<file path="src/rtl/fpdiv_ctrl.sv">
// Control sequencer for the single-multiplier Goldschmidt divide datapath.
// Moore FSM with registered outputs plus a numerator-refinement counter.
module fpdiv_ctrl #(
  parameter int ITERS = 3,
  parameter int CNT_W = 3
) (
  input  logic             clk,
  input  logic             reset,
  input  logic             start,
  output logic [1:0]       sel_muxa,
  output logic [1:0]       sel_muxb,
  output logic             loada,
  output logic             loadb,
  output logic             loadc,
  output logic             busy,
  output logic             done,
  output logic [CNT_W-1:0] iter
);

  if (ITERS < 1 || ITERS > 7) begin : g_bad_iters
    $error("fpdiv_ctrl: ITERS must be in 1..7");
  end
  if ((1 << CNT_W) <= ITERS) begin : g_bad_cnt_w
    $error("fpdiv_ctrl: CNT_W too narrow for ITERS");
  end

  typedef enum logic [2:0] {
    IDLE   = 3'd0,
    INIT_D = 3'd1,
    INIT_N = 3'd2,
    ITER_N = 3'd3,
    ITER_D = 3'd4,
    DONE   = 3'd5
  } state_t;

  localparam logic [CNT_W-1:0] ITERS_C = CNT_W'(ITERS);

  state_t           state_q, state_d;
  logic [CNT_W-1:0] iter_q, iter_d;
  logic [1:0]       sela_q, selb_q;
  logic             la_q, lb_q, lc_q, busy_q, done_q;

  always_comb begin
    state_d = state_q;
    iter_d  = iter_q;
    unique case (state_q)
      IDLE: begin
        if (start) begin
          state_d = INIT_D;
          iter_d  = '0;
        end
      end
      INIT_D: state_d = INIT_N;
      INIT_N: state_d = ITER_N;
      ITER_N: begin
        // The last refinement skips the final D update and goes straight to DONE.
        iter_d  = iter_q + CNT_W'(1);
        state_d = (iter_d == ITERS_C) ? DONE : ITER_D;
      end
      ITER_D: state_d = ITER_N;
      DONE:   state_d = IDLE;
      default: state_d = IDLE;
    endcase
  end

  // Outputs are registered from the next state so they line up with state_q.
  always_ff @(posedge clk) begin
    if (reset) begin
      state_q <= IDLE;
      iter_q  <= '0;
      sela_q  <= 2'b00;
      selb_q  <= 2'b00;
      la_q    <= 1'b0;
      lb_q    <= 1'b0;
      lc_q    <= 1'b0;
      busy_q  <= 1'b0;
      done_q  <= 1'b0;
    end else begin
      state_q <= state_d;
      iter_q  <= iter_d;
      sela_q  <= 2'b00;
      selb_q  <= 2'b00;
      la_q    <= 1'b0;
      lb_q    <= 1'b0;
      lc_q    <= 1'b0;
      busy_q  <= (state_d != IDLE);
      done_q  <= 1'b0;
      unique case (state_d)
        INIT_D: begin
          sela_q <= 2'b10;
          la_q   <= 1'b1;
          lb_q   <= 1'b1;
        end
        INIT_N: begin
          sela_q <= 2'b10;
          selb_q <= 2'b01;
          lc_q   <= 1'b1;
        end
        ITER_N: begin
          selb_q <= 2'b11;
          lc_q   <= 1'b1;
        end
        ITER_D: begin
          selb_q <= 2'b10;
          la_q   <= 1'b1;
          lb_q   <= 1'b1;
        end
        DONE:    done_q <= 1'b1;
        default: ;
      endcase
    end
  end

  assign sel_muxa = sela_q;
  assign sel_muxb = selb_q;
  assign loada    = la_q;
  assign loadb    = lb_q;
  assign loadc    = lc_q;
  assign busy     = busy_q;
  assign done     = done_q;
  assign iter     = iter_q;

`ifndef SYNTHESIS
  a_one_load:   assert property (@(posedge clk) !(loadb && loadc));
  a_loada_only: assert property (@(posedge clk) loada |-> loadb);
  a_sel_legal:  assert property (@(posedge clk) sel_muxa != 2'b11);
  a_done_prev:  assert property (@(posedge clk) disable iff (reset)
                                 done |-> ($past(state_q) == ITER_N));
`endif

endmodule

</file>
<file path="config.mk">
export PLATFORM = sky130hd
export DESIGN_NAME = fpdiv_ctrl
export DESIGN_NICKNAME = d
export VERILOG_FILES = /design/src/rtl/fpdiv_ctrl.sv
export SDC_FILE = /design/constraint.sdc
export NUM_CORES = 1
export LEC_CHECK = 0
export ABC_AREA = 1
export CAP_MARGIN = 40
export CELL_PAD_IN_SITES_DETAIL_PLACEMENT = 0
export CELL_PAD_IN_SITES_GLOBAL_PLACEMENT = 1
export CORE_MARGIN = 5
export CORE_UTILIZATION = 28
export CTS_CLUSTER_DIAMETER = 60
export DETAILED_ROUTE_END_ITERATION = 12
export GPL_ROUTABILITY_DRIVEN = 0
export PLACE_DENSITY = 0.7
export SLEW_MARGIN = 20
export SYNTH_ARGS = -nofsm -noshare
export SYNTH_HDL_FRONTEND = slang
export SYNTH_SLANG_ARGS = --single-unit
</file>
<file path="constraint.sdc">
create_clock -name clk -period 1.25 [get_ports clk]
set_clock_uncertainty 0.15 [all_clocks]
set_input_delay 0.1875 -clock clk [delete_from_list [all_inputs] [get_ports clk]]
set_output_delay 0.1875 -clock clk [all_outputs]
set_load 0.02 [all_outputs]
</file>
==> results.sh <==
export IMPL_outcome="complete, but fails checks"
export IMPL_violations="negative setup slack"
export IMPL_final_nets=102
export IMPL_whs_endpoint="iter[1]"
export IMPL_min_delay_start="iter[1]"
export IMPL_syn_area_um2=533
export IMPL_cp_start_kind="flip-flop"
export IMPL_final_common_cell="nand2_1"
export IMPL_syn_avg_cell_area_um2=7.30
export IMPL_netSwitchingPower_w=0.000326
export IMPL_preCtsSetupSlack_ns=-0.162
export IMPL_layout_drive_gt1_share_pct=45.8
export IMPL_yosys_warnings=0
export IMPL_yosys_cell_types_count=16
export IMPL_clkTransAtPathRegs_ns=0.07
export IMPL_core_area_um2=1760
export IMPL_h_tree_depth=1
export IMPL_vias_per_cell=4.06
export IMPL_ff2ff_setup_slack_ns=-0.02
export IMPL_dr_pass1_iters=3
export IMPL_power_frac_seq_pct=43.0
export IMPL_hold_viol=0
export IMPL_antenna_cells=0
export IMPL_whs_path_depth=2
export IMPL_io_pins=15
export IMPL_irDropWorstVdd_uv=871
export IMPL_cp_max_fo=4
export IMPL_synth_area_leaders="dfxtp_1 (45%), nand2_1 (15%), inv_1 (6.3%)"
export IMPL_synth_top_cell_area_share_pct=45.1
export IMPL_ctsHoldBuffers=0
export IMPL_grt_overflow_total=0
export IMPL_r2r_end="sel_muxb[1]"
export IMPL_crit_type="reg -> reg"
export IMPL_maxSlewViolCount=0
export IMPL_stdcell_area_um2=801
export IMPL_worst_ep_arrival_time_ns=1.34
export IMPL_totalPowerFinal_w=0.00105
export IMPL_r2r_start="iter[0]"
export IMPL_initial_utilization_pct=30.2
export IMPL_rsz0062_at_grt="true"
export IMPL_cts_root_buf="clkbuf_4"
export IMPL_required_ns=1.31
export IMPL_wire_per_inst_um=9.81
export IMPL_die_area_um2=2880
export IMPL_grt_pass1_vias=461
export IMPL_grt_max_degree=8
export IMPL_clkPwrFrac_pct=28.3
export IMPL_grt_use_total_pct=9.54
export IMPL_reg2reg_depth=8
export IMPL_antenna_left=0
export IMPL_dpl_cell_area_um2=734
export IMPL_period_needed_ns=1.27
export IMPL_clock_sinks=12
export IMPL_fin_ws_ns=-0.0236
export IMPL_cts_buffers=3
export IMPL_clkLatencyLatePin_ns=0.27
export IMPL_synth_largest_area_cell="dfxtp_1"
export IMPL_die_w_um=53.6
export IMPL_area_growth_pct=50.2
export IMPL_drt_iter0_markers=6
export IMPL_yosysSeqAreaShare_pct=45.1
export IMPL_port_buffer_count=13
export IMPL_yosys_register_bits=12
export IMPL_power_share_combinational_pct=28.8
export IMPL_grt_pass1_wl_um=1970
export IMPL_p_int_w=0.000728
export IMPL_power_density_nw_per_um2=1320
export IMPL_end_kind="flip-flop"
export IMPL_dp_hpwl_um=957
export IMPL_final_cell_mix="nand2_1 (19), buf_4 (9), dfxtp_1 (8)"
export IMPL_max_freq_mhz=785
export IMPL_holdWs_ns=0.403
export IMPL_cts_tree="yes"
export IMPL_clock_path_buffers=2
export IMPL_vias=491
export IMPL_hp_class="reg -> reg"
export IMPL_syn_inst=73
export IMPL_finalSetupViolCount=4
export IMPL_synth_nets=78
export IMPL_post_route_period_util_pct=102
export IMPL_tns_ns=-0.0431
export IMPL_wirelength_um=1190
export IMPL_antenna_found_initial=0
export IMPL_die_h_um=53.6
export IMPL_drc=0
export IMPL_leakage_nw=0.390
export IMPL_drv_cap=0
export IMPL_switching_share_pct=30.9
export IMPL_row_count=15
==> sequential cells by signal, summed over array words and instances (netlist names) <==
name,count
iter,3
state_q,3
sel_muxb,2
busy,1
done,1
loadb,1
sel_muxa,1
==> how the worst max path moves through the flow <==
stage / end / slack (ns) / from
3_3_place_gp: sel_muxb[1] / -0.16 / start
5_1_grt: sel_muxb[1] / -0.09 / iter[0]
3_5_place_dp: sel_muxb[1] / -0.16 / start
2_1_floorplan: busy / 0.001 / iter[1]
4_1_cts: sel_muxb[1] / -0.05 / iter[0]
6_report: sel_muxb[1] / -0.02 / iter[0]
==> timing repair <==
item / 4_1_cts / 5_1_grt
cloned: 0 / 0
pin swaps: 0 / 7
endpoints found under the setup margin: 16 / 16
gates resized for setup: 27 / 24
setup buffers: 0 / 2
==> Yosys cell counts <==
library cell / instances
nand4_1: 2
nor2_2: 3
nor2_1: 7
inv_2: 1
conb_1: 1
o21ai_0: 3
nand3_1: 2
buf_4: 3
a21oi_1: 3
ha_1: 2
dfxtp_1: 12
nand3_2: 1
o31ai_1: 1
nand2_1: 22
nand2_2: 1
inv_1: 9
==> power groups by stage <==
stage / clock [W] / sequential [W] / combinational (W)
after floorplan: 0 / 0.000492 / 0.000131
after global placement: 0 / 0.000456 / 0.000290
after detailed placement: 0 / 0.000456 / 0.000292
after CTS: 0.000311 / 0.000448 / 0.000277
after global routing: 0.000336 / 0.000458 / 0.000336
final: 0.000298 / 0.000453 / 0.000303
==> layer usage <==
layer / global-route usage [%] / part of all wire (%)
met2: 14.5 / 47
met3: 4.16 / 4.5
met1: 12.3 / 48
met4: 2.55 / 0.51
met5: 0 / 0
==> area by class of cell <==
type                    count  area [µm²]
flip-flops and latches     12         250
well taps                  25        31.3
inverters                  10        40.0
clock buffers               4        36.3
repair buffers             22         168
fillers                   200         963
multi-input cells          48         275
==> kinds of logic (layout without fill, tap and decap cells) <==
group,count (synthesis),in the layout,share of synthesized area [%]
simple gates,38,38,31.2
other cells,1,1,0.704
compound gates,7,7,7.04
buf+inv,13,36,11.3
flops,12,12,45.1
fa+ha+maj,2,2,4.69
==> per-stage QoR <==
| step | cells | util (%) |
|---|---|---|
| 2_1_floorplan | 73 | - |
| 3_3_place_gp | 115 | 41.6 |
| 3_5_place_dp | 115 | 41.6 |
| 4_1_cts | 119 | 44.0 |
| 5_1_grt | 121 | 45.4 |
| 6_report | 121 | 45.4 |
==> worst max-delay path: stages (launching register included) <==
cell and delay, ns:
dfxtp_4 0.37, inv_4 0.06, ha_4 0.11, nand4_1 0.11, nor2_2 0.17, inv_2 0.06
nand2_2 0.07, nand2_1 0.05, nand2_1 0.06
No activity file was read; power rests on OpenSTA's default activity.
